`src/rtl/fix_tx_pkg.sv`:
```
// Shared constants, classifier states and the trailer matcher step used by the
// FIX transmit drain.
package fix_tx_pkg;

   localparam logic [7:0] SOH      = 8'h01;
   localparam logic [7:0] ASCII_0  = 8'h30;
   localparam logic [7:0] ASCII_1  = 8'h31;
   localparam logic [7:0] ASCII_8  = 8'h38;
   localparam logic [7:0] ASCII_9  = 8'h39;
   localparam logic [7:0] ASCII_EQ = 8'h3d;

   localparam int unsigned DEFAULT_MAX_MSG_LEN = 512;

   typedef enum logic [3:0] {
      StStart,
      StBody,
      StSoh,
      St1,
      St10,
      StEq,
      StD1,
      StD2,
      StD3,
      StResync
   } cls_state_e;

   function automatic logic is_digit(input logic [7:0] b);
      return (b >= ASCII_0) && (b <= ASCII_9);
   endfunction

   // One step of the <SOH>10=ddd<SOH> matcher; StStart means the trailer completed.
   function automatic cls_state_e trl_next(input cls_state_e s, input logic [7:0] b);
      cls_state_e n;
      n = (b == SOH) ? StSoh : StBody;
      case (s)
         StSoh:   if (b == ASCII_1)  n = St1;
         St1:     if (b == ASCII_0)  n = St10;
         St10:    if (b == ASCII_EQ) n = StEq;
         StEq:    if (is_digit(b))   n = StD1;
         StD1:    if (is_digit(b))   n = StD2;
         StD2:    if (is_digit(b))   n = StD3;
         StD3:    if (b == SOH)      n = StStart;
         default: ;
      endcase
      return n;
   endfunction

endpackage

```
`src/rtl/fix_tx_skid.sv`:
```
// Two-entry output buffer; the head entry only changes on pop or on a push into
// an empty buffer, so a presented beat stays stable until accepted.
module fix_tx_skid #(
   parameter int unsigned Width = 8
) (
   input  logic             clk,
   input  logic             rst,
   input  logic             push_i,
   input  logic [Width-1:0] push_data_i,
   input  logic             pop_i,
   output logic [Width-1:0] head_o,
   output logic             valid_o,
   output logic [1:0]       occ_o
);

   logic [Width-1:0] e0_q, e0_d, e1_q, e1_d;
   logic [1:0]       occ_q, occ_d, lvl;

   always_comb begin
      e0_d = e0_q;
      e1_d = e1_q;
      lvl  = occ_q - {1'b0, pop_i};
      if (pop_i) e0_d = e1_q;
      if (push_i) begin
         if (lvl == 2'd0) e0_d = push_data_i;
         else             e1_d = push_data_i;
      end
      occ_d = lvl + {1'b0, push_i};
   end

   always_ff @(posedge clk or negedge rst) begin
      if (!rst) begin
         e0_q  <= '0;
         e1_q  <= '0;
         occ_q <= '0;
      end else begin
         e0_q  <= e0_d;
         e1_q  <= e1_d;
         occ_q <= occ_d;
      end
   end

   assign head_o  = e0_q;
   assign valid_o = (occ_q != 2'd0);
   assign occ_o   = occ_q;

endmodule

```
`src/rtl/fix_tx_drain.sv`:
```
// Drains FIX messages from the transmit FIFO to the TOE, marking message boundaries
// and checking each trailer checksum against the bytes the message actually carries.
module fix_tx_drain
   import fix_tx_pkg::*;
#(
   parameter int unsigned MAX_MSG_LEN = DEFAULT_MAX_MSG_LEN,
   parameter int unsigned LEN_W       = 10
) (
   input  logic             clk,
   input  logic             rst,
   input  logic             fifo_empty_i,
   input  logic [7:0]       fifo_data_i,
   output logic             fifo_read_o,
   input  logic             tx_ready_i,
   output logic             tx_valid_o,
   output logic [7:0]       tx_data_o,
   output logic             tx_sop_o,
   output logic             tx_eop_o,
   output logic [LEN_W-1:0] tx_len_o,
   output logic             tx_chk_err_o,
   output logic             overflow_o,
   output logic [15:0]      msg_count_o
);

   localparam int unsigned EntW = 8 + 1 + 1 + LEN_W + 1;

   cls_state_e       state_q, state_d, rs_q, rs_d, mt_src, mt_nxt;
   logic [7:0]       sum_q, sum_d, snap_q, snap_d, sum_nxt;
   logic [9:0]       val_q, val_d, val_nxt;
   logic [LEN_W-1:0] cnt_q, cnt_d, cnt_nxt;
   logic             rd_q, run_q, is_start, in_rs, trl_hit, msg_eop, ovf, push, pop;
   logic [15:0]      msg_cnt_q;
   logic [1:0]       occ;
   logic [2:0]       lvl;
   logic [EntW-1:0]  push_ent, head_ent;

   // Classifier: runs on the byte returned for last cycle's read (rd_q).
   always_comb begin
      is_start = (state_q == StStart);
      in_rs    = (state_q == StResync);
      sum_nxt  = (is_start ? 8'h00 : sum_q) + fifo_data_i;
      cnt_nxt  = is_start ? LEN_W'(1) : cnt_q + LEN_W'(1);
      mt_src   = in_rs ? rs_q : (is_start ? StBody : state_q);
      mt_nxt   = trl_next(mt_src, fifo_data_i);
      trl_hit  = (mt_nxt == StStart);
      msg_eop  = rd_q && !in_rs && trl_hit;
      ovf      = rd_q && !in_rs && !trl_hit && (cnt_nxt == LEN_W'(MAX_MSG_LEN));
      val_nxt  = (mt_nxt == StD1) ? {6'b0, fifo_data_i[3:0]}
                                  : val_q * 10'd10 + {6'b0, fifo_data_i[3:0]};

      state_d = state_q;
      rs_d    = rs_q;
      sum_d   = sum_q;
      snap_d  = snap_q;
      val_d   = val_q;
      cnt_d   = cnt_q;
      if (rd_q) begin
         sum_d = sum_nxt;
         cnt_d = cnt_nxt;
         // The SOH opening a trailer is part of the checksummed span; the closing one is not.
         if (fifo_data_i == SOH && !trl_hit) snap_d = sum_nxt;
         if (mt_nxt inside {StD1, StD2, StD3}) val_d = val_nxt;
         if (in_rs) begin
            rs_d = mt_nxt;
            if (trl_hit) state_d = StStart;
         end else if (trl_hit) begin
            state_d = StStart;
         end else if (ovf) begin
            state_d = StResync;
            rs_d    = mt_nxt;
         end else begin
            state_d = mt_nxt;
         end
      end
   end

   assign push     = rd_q && !in_rs;
   assign push_ent = {fifo_data_i, is_start, msg_eop | ovf, cnt_nxt,
                      msg_eop ? (val_q != {2'b00, snap_q}) : ovf};
   assign pop      = tx_valid_o && tx_ready_i;

   // Read only when the buffer is guaranteed room for the byte once it lands.
   assign lvl         = {1'b0, occ} + {2'b00, rd_q};
   assign fifo_read_o = run_q && !fifo_empty_i && (lvl < 3'd2 + {2'b00, pop});
   assign overflow_o  = ovf;
   assign msg_count_o = msg_cnt_q;

   always_ff @(posedge clk or negedge rst) begin
      if (!rst) begin
         state_q   <= StStart;
         rs_q      <= StBody;
         sum_q     <= '0;
         snap_q    <= '0;
         val_q     <= '0;
         cnt_q     <= '0;
         rd_q      <= 1'b0;
         run_q     <= 1'b0;
         msg_cnt_q <= '0;
      end else begin
         state_q <= state_d;
         rs_q    <= rs_d;
         sum_q   <= sum_d;
         snap_q  <= snap_d;
         val_q   <= val_d;
         cnt_q   <= cnt_d;
         rd_q    <= fifo_read_o;
         run_q   <= 1'b1;
         if (pop && tx_eop_o) msg_cnt_q <= msg_cnt_q + 16'd1;
      end
   end

   fix_tx_skid #(
      .Width (EntW)
   ) u_skid (
      .clk         (clk),
      .rst         (rst),
      .push_i      (push),
      .push_data_i (push_ent),
      .pop_i       (pop),
      .head_o      (head_ent),
      .valid_o     (tx_valid_o),
      .occ_o       (occ)
   );

   assign {tx_data_o, tx_sop_o, tx_eop_o, tx_len_o, tx_chk_err_o} = head_ent;

endmodule
```
`config.mk`:
```
export PLATFORM = sky130hd
export DESIGN_NAME = fix_tx_drain
export DESIGN_NICKNAME = d
export VERILOG_FILES = /design/src/rtl/fix_tx_pkg.sv /design/src/rtl/fix_tx_skid.sv /design/src/rtl/fix_tx_drain.sv
export SDC_FILE = /design/constraint.sdc
export NUM_CORES = 1
export LEC_CHECK = 0
export ABC_CLOCK_PERIOD_IN_PS = 4600
export CAP_MARGIN = 20
export CORE_MARGIN = 4
export CORE_UTILIZATION = 35
export DETAILED_ROUTE_END_ITERATION = 8
export PLACE_DENSITY = 0.6
export SLEW_MARGIN = 10
export SYNTH_ARGS = -nofsm -noshare
export SYNTH_HDL_FRONTEND = slang
export SYNTH_SLANG_ARGS = --single-unit
```
`constraint.sdc`:
```
create_clock -name clk -period 4.6 [get_ports clk]
set_input_delay 0.69 -clock clk [delete_from_list [all_inputs] [get_ports clk]]
set_output_delay 0.69 -clock clk [all_outputs]
set_load 0.02 [all_outputs]
```
**Yosys cells after proc, flatten, opt, wreduce, memory -nomap -nowiden**

Cells that the tools add are included.
W data, S select, Z words.

- Register bits after elaboration: 106

- Add/sub/neg operators: 8
- $mul: 1
- $lt $le $gt $ge: 3
- Equality and inequality tests: 19
- Mux-type cells: 25
- Bitwise gates (word level): 2
- Reduce and logical (&&, ||, !) cells: 24

Operators with widths:

| kind | count |
|---|---|
| $mux W21 | 3 |
| $mux W4 | 10 |
| $pmux W4 S7 | 1 |
| $eq A4 B3 Y1 const B | 6 |
| $eq A8 B6 Y1 const B | 3 |
| $mux W10 | 2 |
| $add A16 B1 Y16 const B | 1 |
| $eq A4 B4 Y1 const B | 3 |
| $mux W3 | 4 |
| $add A10 B1 Y10 const B | 1 |
| $add A10 B4 Y10 | 1 |
| $eq A10 B10 Y1 const B | 1 |
| $logic_and A1 B1 Y1 | 10 |
| $mul A10 B3 Y9 const B | 1 |
| $ne A10 B8 Y1 | 1 |
| $add A8 B8 Y8 | 1 |
| $eq A4 B2 Y1 const B | 2 |
| $eq A8 B1 Y1 const B | 1 |
| $ge A8 B6 Y1 const B | 1 |
| $le A8 B6 Y1 const B | 1 |
| $logic_not A4 Y1 | 2 |
| $mux W8 | 1 |
| $reduce_and A2 Y1 | 4 |
| $mux W2 | 3 |
| 15 further kinds | 18 |

**Logic depth before layout (Yosys ltp)**

- Depth after elaboration: 12
- Mapped depth: 15
- Gate-level depth less buffers: 12

**Hierarchy**

From an unflattened synthesis, not the netlist that was laid out.

- Cells, all modules: 554
- Area total of the unflattened synthesis: 6048.3 µm²

Modules (own cells, without submodules):

| module | times used | cells each | area an instance (µm²) | seq. area each (µm²) |
|---|---|---|---|---|
| fix_tx_drain | 1 | 408 | 4090.2 | 1552.7 |
| fix_tx_skid | 1 | 146 | 1958.1 | 1101.1 |

**Least setup slack after synthesis**

OpenSTA, ideal clock, no wires.

- Kind: input to output
- From: input fifo_data_i[7]
- To: output overflow_o
- Arrival time: 2.391 ns
- Data required time: 3.910 ns
- Path slack: 1.519 ns
- Stages on the path: 6
- Cells stage by stage: nor4bb_1 nand2_1 a2111oi_2 a31o_2 nor3_4 and3b_1

- Word-level cells in the longest chain between the ends: 8

Ends and longest elaborated chain:

| item | RTL line | RTL |
|---|---|---|
| start: declaration | fix_tx_drain.sv:12 | `input logic [7:0] fifo_data_i,` |
| $ge A8 B6 Y1 (tied with other cells) | fix_tx_pkg.sv:28 | `return (b >= ASCII_0) && (b <= ASCII_9);` |
| $logic_and A1 B1 Y1 or $mux W2 (tied branches) | fix_tx_pkg.sv:28, fix_tx_pkg.sv:34 |  |
| $mux W4 (tied with other cells) | fix_tx_pkg.sv:41 | `StD2: if (is_digit(b)) n = StD3;` |
| $pmux W4 S7 * | fix_tx_pkg.sv:35 | `case (s)` |
| $logic_not A4 Y1 * | fix_tx_drain.sv:45 | `trl_hit = (mt_nxt == StStart);` |
| $logic_not A1 Y1 * | fix_tx_drain.sv:47 | `ovf = rd_q && !in_rs && !trl_hit && (cnt_nxt == LEN_W'(MAX_MSG_LEN));` |
| $logic_and A1 B1 Y1 * (2 in series) | fix_tx_drain.sv:47 |  |
| end: declaration | fix_tx_drain.sv:21 | `output logic overflow_o,` |

Every way passes the cells marked *; elsewhere a longest branch is shown, timed or not.

**Worst setup path in the final report**

- From: register state_q[0]
- To: output overflow_o

- Word-level cells in the longest chain between the ends: 9

Ends and longest elaborated chain:

| item | RTL line | RTL |
|---|---|---|
| start: declaration | fix_tx_drain.sv:27 | `cls_state_e state_q, state_d, rs_q, rs_d, mt_src, mt_nxt;` |
| start signal: assignment | fix_tx_drain.sv:90 | `state_q <= StStart;` |
| start signal: assignment | fix_tx_drain.sv:100 | `state_q <= state_d;` |
| $logic_not A4 Y1 | fix_tx_drain.sv:39 | `is_start = (state_q == StStart);` |
| $mux W4 (2 in series) | fix_tx_drain.sv:43 | `mt_src = in_rs ? rs_q : (is_start ? StBody : state_q);` |
| $eq A4 B4 Y1 (tied with other cells) | fix_tx_pkg.sv:35 |  |
| $pmux W4 S7 | fix_tx_pkg.sv:35 |  |
| $logic_not A4 Y1 | fix_tx_drain.sv:45 |  |
| $logic_not A1 Y1 | fix_tx_drain.sv:47 |  |
| $logic_and A1 B1 Y1 | fix_tx_drain.sv:47 |  |
| $logic_and A1 B1 Y1 * | fix_tx_drain.sv:47 |  |

Marked as above.

==> out/summary.md <==
The run finished with clean final reports. The tightest hold path in the finished design has a slack of 0.218 ns. The via count of the first global-routing pass is 4600. Count of buffers from port buffering: 51. After legalization and detailed placement, the total HPWL measured 9950 um. Clock skew on the completed layout was measured at 0.00863 ns. The fraction of registers with async set or reset after synthesis was 1.00; the number of filler instances in the final layout was 1630.

Post-CTS repair changed the size of 0 cells. The critical path class is reg -> out. Across the whole layout, storage elements account for 2650 um2. The tools report the overall global routing resource usage as 0.149. The tools report the kind of start point of the critical path as a flop.

For this run, the top clock speed supported by timing is 0.232 GHz. The proportion of layout cells with a drive suffix above 1 came out at 0.0858. After synthesis, the netlist uses 64 different library cells. For the number of hold buffers added after cts, the log shows 0.

The run gives 4561 as the total number of vias. In this run the power density over the cells is 459 nW/um2. After detailed routing, the number of remaining DRC violations is 0. After detailed routing, the average wire length per cell comes to 15.9 um. The path type of the worst min-delay path is in -> async.

Number of synthesized flops with an enable pin: 0. The run gives 0.359 as the effective utilization at floorplan. The routed design has 14000 um of wire.

The worst setup path is captured at an output pin. In this run, CTS created clock tree buffers numbering 9. Once the clock tree was built, the setup fixing pass inserted 0 buffers.

Among all flip-flop cells after synthesis, the most frequent one is sky130_fd_sc_hd__dfrtp_1. Counting every net in the synthesized netlist gives 655. The per-instance average area after synthesis is 9.74 um2, and the largest net degree at the start of global routing is 80. For this run, the number of Yosys warnings is 0. Cell count after placement: 867. The first TritonRoute pass finished after 5 iterations. Number of I/O pins: 52. In this run the standard cell core region covers 16600 um2. The largest total area in the synthesized netlist belongs to sky130_fd_sc_hd__dfrtp_1. The initial antenna violation count is 0, and the global-route wire length before repair is 23700 um. Leaving out fill and tap cells, the most frequent cell in the layout is sky130_fd_sc_hd__dfrtp_1. In this run the core area contains 47 standard-cell rows. The horizontal die dimension works out to 139 um.

The smallest clock period supported by the final layout is computed as 4.30 ns. The run gives 0.423 as the core utilization of the finished layout. The post-synthesis instance total was 613; the maximum buffer depth of the clock tree was 2. The portion of synthesized cell area occupied by the leading cell type was 0.440. The floorplan step defined a die boundary enclosing 19200 um2.

The cell sitting at the root of the clock tree is a sky130_fd_sc_hd__clkbuf_16. The leakage power was 3.13 nW. OpenSTA, run right after detailed placement, puts the worst setup slack at 0.563 ns.

Setup slack closes at 0.298 ns. The placer's final routability congestion estimate is 0.856, and the worst ir drop on vdd is 0.262 mV. The count of cells in the finished layout, fillers not included, comes to 884.

After synthesis, the cell types taking the most area are sky130_fd_sc_hd__dfrtp_1 44%, sky130_fd_sc_hd__nand2_1 6.1%, sky130_fd_sc_hd__ha_1 5.7%. At the worst endpoint, the required time is 3.91 ns. The average via count per standard cell is 5.16. After clock tree synthesis, the clock-pin slew on the worst setup and hold paths is 0.07 ns. For the pin with the worst max-slew slack, the measured transition is 0.763 ns. The clock reaches the later pin of the worst-skew pair after 0.35 ns. For the number of nets in the finished design, the log shows 701.

The run gives 0.444 as the sequential area share after synthesis. Once detail routing completed, the nets flagged for antenna violations numbered 0. The area growth from synthesis to layout is 17.8%. The top cell types in the final layout, fill and taps aside, are 105 x sky130_fd_sc_hd__dfrtp_1, 97 x sky130_fd_sc_hd__nand2_1, 50 x sky130_fd_sc_hd__clkdlybuf4s50_1. The number of hold violations in the final report is 0, and the final global-route overflow total is 0. The diode insertion count for antenna repair is 0. Setup repair after global routing left no endpoint under its margin. The synthesized netlist occupies a cell area of 5970 um2. For the count of endpoints failing setup in the final report, the log shows 0.

The run gives 3.61 ns as the arrival time at the worst endpoint. Along the worst path, the maximum fanout reaches 18. The height of the die is 139 um, and the setup TNS is 0 ns. The first routing iteration left 205 violations. The number of max-slew violations in the final report is 0. The worst-case headroom to the max-slew limit was 0.490. The level count of the clock H-tree was 3; the number of synthesized register bits was 106. The max-cap check violation count was 0; the number of clock sinks was 106.

The footprint of the multi-input gates came out at 3130 um2. TritonCTS built the clock tree. The share of the cycle needed by the critical path after routing works out to 0.935.
[worst max-delay path, cell delays in order, from the launching register on]
cell,delay (ns)
sky130_fd_sc_hd__dfrtp_1,0.64
sky130_fd_sc_hd__or4_1,0.62
sky130_fd_sc_hd__and2_1,0.29
sky130_fd_sc_hd__nor3b_1,0.21
sky130_fd_sc_hd__nand4_1,0.13
sky130_fd_sc_hd__nor4_2,0.28
sky130_fd_sc_hd__buf_4,0.20
sky130_fd_sc_hd__and3b_1,0.21
sky130_fd_sc_hd__clkdlybuf4s50_1,0.66
[layer usage]
metal	global-route usage	share of wire
met2	0.233	0.45
met5	0	0
met1	0.207	0.49
met4	0.0427	0.015
met3	0.0359	0.047
[cells in the mapped netlist, types with 2 or more instances]
master and n:
sky130_fd_sc_hd__mux2_1 17, sky130_fd_sc_hd__a21oi_1 13, sky130_fd_sc_hd__nor2b_1 9, sky130_fd_sc_hd__and4b_1 2, sky130_fd_sc_hd__nor3b_1 4, sky130_fd_sc_hd__a21o_1 8, sky130_fd_sc_hd__nand3_1 17, sky130_fd_sc_hd__nor2_1 43
sky130_fd_sc_hd__mux2_4 4, sky130_fd_sc_hd__ha_1 27, sky130_fd_sc_hd__xnor2_1 38, sky130_fd_sc_hd__a31oi_1 17, sky130_fd_sc_hd__a31o_1 2, sky130_fd_sc_hd__mux2_2 10, sky130_fd_sc_hd__mux2i_1 6, sky130_fd_sc_hd__a22o_1 2
sky130_fd_sc_hd__inv_1 20, sky130_fd_sc_hd__xor2_1 14, sky130_fd_sc_hd__nand4_1 11, sky130_fd_sc_hd__o21ai_0 20, sky130_fd_sc_hd__clkbuf_1 23, sky130_fd_sc_hd__buf_1 3, sky130_fd_sc_hd__nor3_1 11, sky130_fd_sc_hd__dfrtp_1 105
sky130_fd_sc_hd__and4_1 3, sky130_fd_sc_hd__nor4_2 2, sky130_fd_sc_hd__and3b_1 2, sky130_fd_sc_hd__or3_1 4, sky130_fd_sc_hd__a31o_2 2, sky130_fd_sc_hd__and3_1 7, sky130_fd_sc_hd__nor4_1 3, sky130_fd_sc_hd__o21ai_1 14
sky130_fd_sc_hd__o31ai_1 9, sky130_fd_sc_hd__and2_1 9, sky130_fd_sc_hd__a211oi_1 3, sky130_fd_sc_hd__nand2b_1 3, sky130_fd_sc_hd__fa_1 3, sky130_fd_sc_hd__nand2_1 97
[state kept, by name (all words and copies together) (netlist names)]
register	cells
u_skid.e1_q	21
u_skid.head_o	21
msg_count_o	16
cnt_q	10
val_q	10
snap_q	8
sum_q	8
rs_q	4
state_q	4
u_skid.occ_o	2
rd_q	1
run_q	1
[per-stage QoR]
stage | cell area, um2 | total power, mW
floorplan | 5970 | 2.05
global placement | 6720 | 2.48
detailed placement | 6720 | 2.52
CTS | 7010 | 3.28
global route | 7030 | 3.47
finish | 7030 | 3.23
[report_power, final]
part	total, mW	internal [mW]	switching, mW
logic	1.20	0.523	0.679
registers	1.29	1.14	0.151
clock network	0.739	0.385	0.353
[final timing paths]
path	from	endpoint	slack [ns]	cells after the start
min in group clk	msg_count_o[15]	msg_count_o[15]	0.47	1
max in group asynchronous	rst	sum_q[2]	3.33	3
worst min-delay path	rst	u_skid.head_o[15]	0.22	1
worst min register to register	msg_count_o[15]	msg_count_o[15]	0.47	1
worst max register to register	state_q[0]	snap_q[7]	1.09	10
worst max-delay path	state_q[0]	overflow_o	0.30	8
[layout make-up]
type,count,share of cell area
multi-input combinational,459,0.445
clock inverter,5,0.00552
inverter,20,0.0107
timing repair buffer,63,0.0879
sequential,106,0.377
clock buffer,11,0.0345
tap,220,0.0391
[cells by family (layout without fill, tap and decap cells)]
| group | after synthesis | in the layout | share of synthesized area |
|---|---|---|---|
| multiplexers | 37 | 37 | 0.0710 |
| XOR/XNOR | 52 | 52 | 0.0763 |
| buffers and inverters | 48 | 99 | 0.0316 |
| other | 1 | 1 | 0.000628 |
| AO/OA/AOI/OAI | 103 | 103 | 0.114 |
| AND/OR/NAND/NOR | 236 | 236 | 0.195 |
| flip-flops | 106 | 106 | 0.444 |
| adder cells (fa/ha/maj) | 30 | 30 | 0.0666 |
Note: power is estimated with default switching activity, not from simulation.
